===== src/rtl/mac_pkg.sv =====
// Shared constants, arithmetic helpers and the packed-port slice macro for
// the multi-lane MAC datapath.
`ifndef MAC_PKG_SV
`define MAC_PKG_SV

// Lane idx of a packed bus whose lanes are w bits wide.
`define MAC_SLICE(idx, w) [(idx)*(w) +: (w)]

package mac_pkg;

  localparam int MAC_LANES = 4;
  localparam int MAC_DW    = 8;
  localparam int MAC_AW    = 22;
  localparam int MAC_FRAC  = 8;
  localparam int MAC_OW    = 8;
  localparam int MAC_ROUND = 1;

  // Add two values that each fit in aw signed bits, saturating the result
  // to the aw-bit signed range. ovf reports that the clamp engaged.
  function automatic logic signed [63:0] sat_add(input logic signed [63:0] a,
                                                 input logic signed [63:0] b,
                                                 input int                 aw,
                                                 output logic              ovf);
    logic signed [63:0] s;
    logic signed [63:0] hi;
    logic signed [63:0] lo;
    s   = a + b;
    hi  = (64'sd1 <<< (aw - 1)) - 64'sd1;
    lo  = -(64'sd1 <<< (aw - 1));
    ovf = 1'b0;
    if (s > hi) begin
      s   = hi;
      ovf = 1'b1;
    end else if (s < lo) begin
      s   = lo;
      ovf = 1'b1;
    end
    return s;
  endfunction

  // Rounding (or truncating) arithmetic shift right by frac, then clamp to
  // the ow-bit signed range, or to [0, max] when relu is set. The wide
  // intermediate keeps the rounding add from wrapping.
  function automatic logic signed [63:0] requant(input logic signed [63:0] s,
                                                 input int                 frac,
                                                 input logic               rnd,
                                                 input int                 ow,
                                                 input logic               relu);
    logic signed [63:0] q;
    logic signed [63:0] hi;
    logic signed [63:0] lo;
    q = s;
    if (rnd && (frac > 0)) q = q + (64'sd1 <<< (frac - 1));
    q  = q >>> frac;
    hi = (64'sd1 <<< (ow - 1)) - 64'sd1;
    lo = relu ? 64'sd0 : -(64'sd1 <<< (ow - 1));
    if (q > hi) q = hi;
    else if (q < lo) q = lo;
    return q;
  endfunction

endpackage

`endif


===== src/rtl/mac_lane.sv =====
// One MAC lane: S1 term register, S2 saturating accumulator with sticky
// overflow, and the requantised result registers loaded on the last beat.
module mac_lane
  import mac_pkg::*;
#(
  parameter int DW    = MAC_DW,
  parameter int AW    = MAC_AW,
  parameter int FRAC  = MAC_FRAC,
  parameter int OW    = MAC_OW,
  parameter int ROUND = MAC_ROUND
) (
  input  logic                 clk,
  input  logic                 rstn,
  input  logic                 s1_load,
  input  logic                 only_add,
  input  logic signed [DW-1:0] din_a,
  input  logic signed [DW-1:0] din_b,
  input  logic                 s2_valid,
  input  logic                 s2_last,
  input  logic                 s2_relu,
  input  logic                 clear,
  output logic signed [OW-1:0] dout,
  output logic signed [AW-1:0] acc_out,
  output logic                 acc_ovf
);

  logic signed [2*DW-1:0] prod;
  logic signed [AW-1:0]   a_ext;
  logic signed [AW-1:0]   term_d;
  logic signed [AW-1:0]   term;
  logic signed [AW-1:0]   acc;
  logic signed [AW-1:0]   sum;
  logic signed [63:0]     sum_w;
  logic signed [63:0]     q_w;
  logic [OW-1:0]          dq;
  logic                   sat;
  logic                   ovf;
  logic                   unused_hi;

  // Next S1 term and the S2 saturated sum / requantised value.
  always_comb begin
    prod   = din_a * din_b;
    a_ext  = AW'(din_a);
    term_d = only_add ? (a_ext <<< FRAC) : AW'(prod);
    sat    = 1'b0;
    sum_w  = sat_add(64'(acc), 64'(term), AW, sat);
    sum    = sum_w[AW-1:0];
    q_w    = requant(sum_w, FRAC, (ROUND != 0), OW, s2_relu);
    dq     = q_w[OW-1:0];
  end

  // Both helpers return values already clamped into the lane widths.
  assign unused_hi = ^{sum_w[63:AW], q_w[63:OW]};

  // Term capture, accumulate, and emission; clear beats a pending S2 beat.
  always_ff @(posedge clk) begin
    if (!rstn) begin
      term    <= '0;
      acc     <= '0;
      ovf     <= 1'b0;
      dout    <= '0;
      acc_out <= '0;
      acc_ovf <= 1'b0;
    end else begin
      if (s1_load) term <= term_d;
      if (clear) begin
        acc <= '0;
        ovf <= 1'b0;
      end else if (s2_valid) begin
        if (s2_last) begin
          acc     <= '0;
          ovf     <= 1'b0;
          acc_out <= sum;
          dout    <= dq;
          acc_ovf <= ovf | sat;
        end else begin
          acc <= sum;
          ovf <= ovf | sat;
        end
      end
    end
  end

endmodule


===== src/rtl/mac_lane_array.sv =====
// Multi-lane signed MAC: shared control pipeline plus LANES mac_lane slices.
module mac_lane_array
  import mac_pkg::*;
#(
  parameter int LANES = MAC_LANES,
  parameter int DW    = MAC_DW,
  parameter int AW    = MAC_AW,
  parameter int FRAC  = MAC_FRAC,
  parameter int OW    = MAC_OW,
  parameter int ROUND = MAC_ROUND
) (
  input  logic                clk,
  input  logic                rstn,
  input  logic                in_valid,
  input  logic                in_last,
  input  logic                only_add,
  input  logic                relu_en,
  input  logic                clear,
  input  logic [LANES*DW-1:0] din_a,
  input  logic [LANES*DW-1:0] din_b,
  output logic                out_valid,
  output logic [LANES*OW-1:0] dout,
  output logic [LANES*AW-1:0] acc_out,
  output logic [LANES-1:0]    acc_ovf
);

  logic s1_valid;
  logic s1_last;
  logic s1_relu;

  // Control side of S1 and the emission strobe; a clear drops the S1 beat.
  always_ff @(posedge clk) begin
    if (!rstn) begin
      s1_valid  <= 1'b0;
      s1_last   <= 1'b0;
      s1_relu   <= 1'b0;
      out_valid <= 1'b0;
    end else begin
      s1_valid <= in_valid;
      if (in_valid) begin
        s1_last <= in_last;
        s1_relu <= relu_en;
      end
      out_valid <= s1_valid & s1_last & ~clear;
    end
  end

  for (genvar i = 0; i < LANES; i++) begin : g_lane
    mac_lane #(
      .DW   (DW),
      .AW   (AW),
      .FRAC (FRAC),
      .OW   (OW),
      .ROUND(ROUND)
    ) u_lane (
      .clk     (clk),
      .rstn    (rstn),
      .s1_load (in_valid),
      .only_add(only_add),
      .din_a   (din_a `MAC_SLICE(i, DW)),
      .din_b   (din_b `MAC_SLICE(i, DW)),
      .s2_valid(s1_valid),
      .s2_last (s1_last),
      .s2_relu (s1_relu),
      .clear   (clear),
      .dout    (dout `MAC_SLICE(i, OW)),
      .acc_out (acc_out `MAC_SLICE(i, AW)),
      .acc_ovf (acc_ovf[i])
    );
  end

endmodule


===== config.mk =====
export PLATFORM = sky130hd
export DESIGN_NAME = mac_lane_array
export DESIGN_NICKNAME = d
export VERILOG_FILES = /design/src/rtl/mac_pkg.sv /design/src/rtl/mac_lane.sv /design/src/rtl/mac_lane_array.sv
export SDC_FILE = /design/constraint.sdc
export NUM_CORES = 1
export LEC_CHECK = 0
export ABC_AREA = 1
export CAP_MARGIN = 20
export CORE_ASPECT_RATIO = 0.6
export CORE_MARGIN = 2
export CORE_UTILIZATION = 55
export CTS_CLUSTER_SIZE = 30
export DETAILED_ROUTE_END_ITERATION = 12
export GPL_TIMING_DRIVEN = 0
export PLACE_DENSITY = 0.83
export SETUP_SLACK_MARGIN = 0.05
export SLEW_MARGIN = 40
export SYNTH_ARGS = -nofsm -noshare
export SYNTH_HDL_FRONTEND = slang
export SYNTH_SLANG_ARGS = --single-unit

===== constraint.sdc =====
create_clock -name clk -period 7 [get_ports clk]
set_input_delay 1.4 -clock clk [delete_from_list [all_inputs] [get_ports clk]]
set_output_delay 1.4 -clock clk [all_outputs]
set_load 0.1 [all_outputs]

==> flow_summary_export.csv <==
group,metric,value,unit
outcome,status,"complete, no violations",
global_routing,grt_pass1_wl,160,mm
routing,antenna_left,0,
worst_setup_path,cp.required,7.53,ns
power_and_ir_drop,leakage,20.3,nW
placement,routabilityCongestion,1.01,
logic_synthesis,yosysUniqueCellTypes,57,
worst_setup_path,slowest_delay,0.69,ns
placement,post_dp_cell_area,34900,µm²
worst_setup_path,cpMostUsedCell,"nand2_1",
placement,place_inst,5783,
sta,holdWs,0.471,ns
floorplanning,die-area,62200,µm²
clocking,htreeDepth,1,
global_routing,first_global_vias,30625,
placement,dpl.hpwl,81.1,mm
routing,wl_met3,9.68,mm
cells_and_area,finalNetCount,5732,
job,max_cap_violations,0,
sta,finalHoldViolations,0,
power_and_ir_drop,p_comb_share,64.2,%
power_and_ir_drop,p_int,4.98,mW
floorplanning,ioPinCount,196,
floorplanning,coreArea,59300,µm²
logic_synthesis,syn_nets,5563,
routing,vias,32167,
cells_and_area,antennaDiodeCount,0,
logic_synthesis,yosysWarnings,0,
sta,finClkSkew,0.0206,ns
sta,fmax,156,MHz
global_routing,antenna_found_initial,2,
worst_setup_path,path_max_fanout,7,
sta,slew_violations,0,
worst_setup_path,path_buf_inv,4,
worst_setup_path,start_kind,"input pin",
routing,drt_iter0_drc,2884,
floorplanning,rows,69,
routing,drc,0,
power_and_ir_drop,netSwitchingPower,5.10,mW
logic_synthesis,ys_seq_area_share,17.2,%
sta,finalCritPeriodShare,91.7,%
worst_setup_path,cp-end-kind,"flop",
floorplanning,die_y,194,µm
power_and_ir_drop,switching_share,50.6,%
clocking,cts.hold.buffers_added,0,
sta,relSlewSlack,40.9,%
hold_path,hold_class,"flop to flop",
power_and_ir_drop,powerDensity,281,nW/µm²
global_routing,grt_max_degree,52,
sta,rsz0062_at_grt,"no",
worst_setup_path,worstPathArrival,6.94,ns
cells_and_area,fin_area,35900,µm²
clocking,post-cts-setup-buffers,0,
logic_synthesis,syn_area,33100,µm²
power_and_ir_drop,clock_power_share,17.3,%
cells_and_area,area_growth,8.54,%
routing,totalWireLength,99.1,mm
sta,setup_violations,0,
sta,tightest_slew,0.887,ns
worst_setup_path,critPathTopFamily,"adder cells",
worst_setup_path,crit_type,"input pin to flop",
clocking,cts.clk_slew.worst_paths,0.07,ns
global_routing,grtUsageTotal,31.9,%
worst_setup_path,slowest_stage,"clkdlybuf4s50_1",
clocking,insertion_delay,0.60,ns
logic_synthesis,ys_seq_elements,284,
clocking,cts_tree,"built",
clocking,cts_resized,0,
logic_synthesis,syn_avg_cell_area,6.80,µm²
cells_and_area,fin_cells,5836,
sta,min_period,6.42,ns
routing,drt_first_pass_iters,5,
clocking,cts_inserted_buffers,29,
clocking,cts-root-buf,"clkbuf_16",
routing,drt-wirelength-per-cell,17.0,µm
logic_synthesis,syn_inst,4864,
power_and_ir_drop,seqPwrFrac,18.5,%
floorplanning,initial_core_util,55.8,%
clocking,clock_path_buffers,3,
global_routing,overflow,0,
floorplanning,die_w,321,µm
routing,wl_met1,45.2,mm
power_and_ir_drop,ir_drop,0.230,mV
routing,dr_wl_met2,41.2,mm
placement,io_buffers,135,
cells_and_area,fillers,5592,
cells_and_area,drive_gt1_share,6.86,%
routing,highest_layer,"met5",
routing,viasPerCell,5.51,
clocking,clock_sink_count,284,
-- registers in the layout, indices dropped and copies added, names as in the netlist --
name                   cells
g_lane.u_lane.acc         88
s1_last                    1
s1_valid                   1
s1_relu                    1
g_lane.u_lane.term        64
g_lane.u_lane.dout        32
out_valid                  1
g_lane.u_lane.ovf          4
g_lane.u_lane.acc_ovf      4
g_lane.u_lane.acc_out     88
-- placed cells by master (no fill, tap or decap), types with 132 or more instances in the layout --
cell | Yosys | routed
ha_1 | 404 | 404
fa_1 | 224 | 224
nand2_1 | 1307 | 1307
buf_2 | 6 | 132
clkbuf_1 | 152 | 147
nor2_1 | 348 | 347
a21oi_1 | 373 | 373
dfxtp_1 | 284 | 283
o21ai_0 | 180 | 180
nand3_1 | 173 | 173
inv_1 | 869 | 869
-- path summary, 6_finish.rpt --
kind	from	to	slack, ns	cells after the start
max reg2reg	g_lane[3].u_lane.term[20]	g_lane[3].u_lane.dout[5]	0.86	32
min	g_lane[0].u_lane.acc[17]	g_lane[0].u_lane.acc[17]	0.47	2
max	din_b[15]	g_lane[1].u_lane.term[20]	0.58	25
min reg2reg	g_lane[0].u_lane.acc[17]	g_lane[0].u_lane.acc[17]	0.47	2
-- power groups by stage --
stage	clock network (mW)	registers (mW)	logic (mW)
detailed placement	0	1.89	6.31
global route	1.82	1.87	7.28
finish	1.75	1.86	6.48
CTS	1.76	1.86	6.36
global placement	0	1.91	6.13
floorplan	0	1.97	4.63
-- worst reg2reg max path, delay by kind of cell (launching register included) --
kind	cells	cell delay [ns]
buffers and inverters	5	0.94
AND/OR/NAND/NOR	20	2.87
AO/OA/AOI/OAI	3	0.61
flip-flops	1	0.57
adder cells (fa/ha/maj)	4	1.13
-- metal layers --
metal	track usage, %	vias up
met5	0	-
met4	8.64	4
met3	6.13	187
met2	48.4	1255
met1	46.1	15098
li1	-	15623
-- final cells by class --
cell class                 count  area (µm²)  share of cell area (%)
tap                          781         977                    2.72
buffer                       173         736                    2.05
multi-input combinational   3518       23300                    65.0
inverter                     889        3350                    9.32
clock buffer                  39         825                    2.30
timing repair buffer         138         786                    2.19
sequential                   284        5690                    15.8
clock inverter                14         214                   0.596
-- per-stage QoR --
step	util (%)	worst slack [ns]	setup TNS [ns]	power, mW
2_1_floorplan	-	1.21	0	6.59
3_3_place_gp	59.7	-1.70	-51.60	8.03
3_5_place_dp	58.8	0.0327	0	8.21
4_1_cts	60.5	0.631	0	9.97
5_1_grt	60.5	0.108	0	11.0
6_report	60.5	0.582	0	10.1
-- synthesized netlist by cell type (all sizes together) --
cell / n / area, µm²
inv: 885 / 3330
nand2: 1363 / 5330
and3: 1 / 6.26
nor4: 29 / 181
o31ai: 2 / 15.0
nor2: 377 / 1540
nand3b: 11 / 82.6
a21oi: 381 / 1960
xnor2: 53 / 464
o221a: 1 / 11.3
a2bb2oi: 4 / 35.0
o21bai: 31 / 233
buf: 21 / 150
o221ai: 13 / 114
nand3: 178 / 916
nor4b: 2 / 17.5
o211ai: 35 / 263
dfxtp: 284 / 5690
clkbuf: 152 / 571
and2: 9 / 56.3
o21a: 9 / 67.6
or2: 16 / 100
nand4: 60 / 413
or4: 3 / 22.5
a21o: 2 / 15.0
a31oi: 8 / 50.1
o21ai: 184 / 936
nor3: 21 / 128
clkinv: 4 / 16.3
xor2: 82 / 718
a2111oi: 5 / 43.8
ha: 404 / 5050
a211oi: 10 / 75.1
fa: 224 / 4480
-- kinds of logic after synthesis --
logic type               synth area share, %
AND/OR/NAND/NOR                         26.6
adder cells (fa/ha/maj)                 28.8
flip-flops                              17.2
AO/OA/AOI/OAI                           11.5
XOR/XNOR                                3.57
buffers and inverters                   12.3
(Power assumes the default switching activity.)
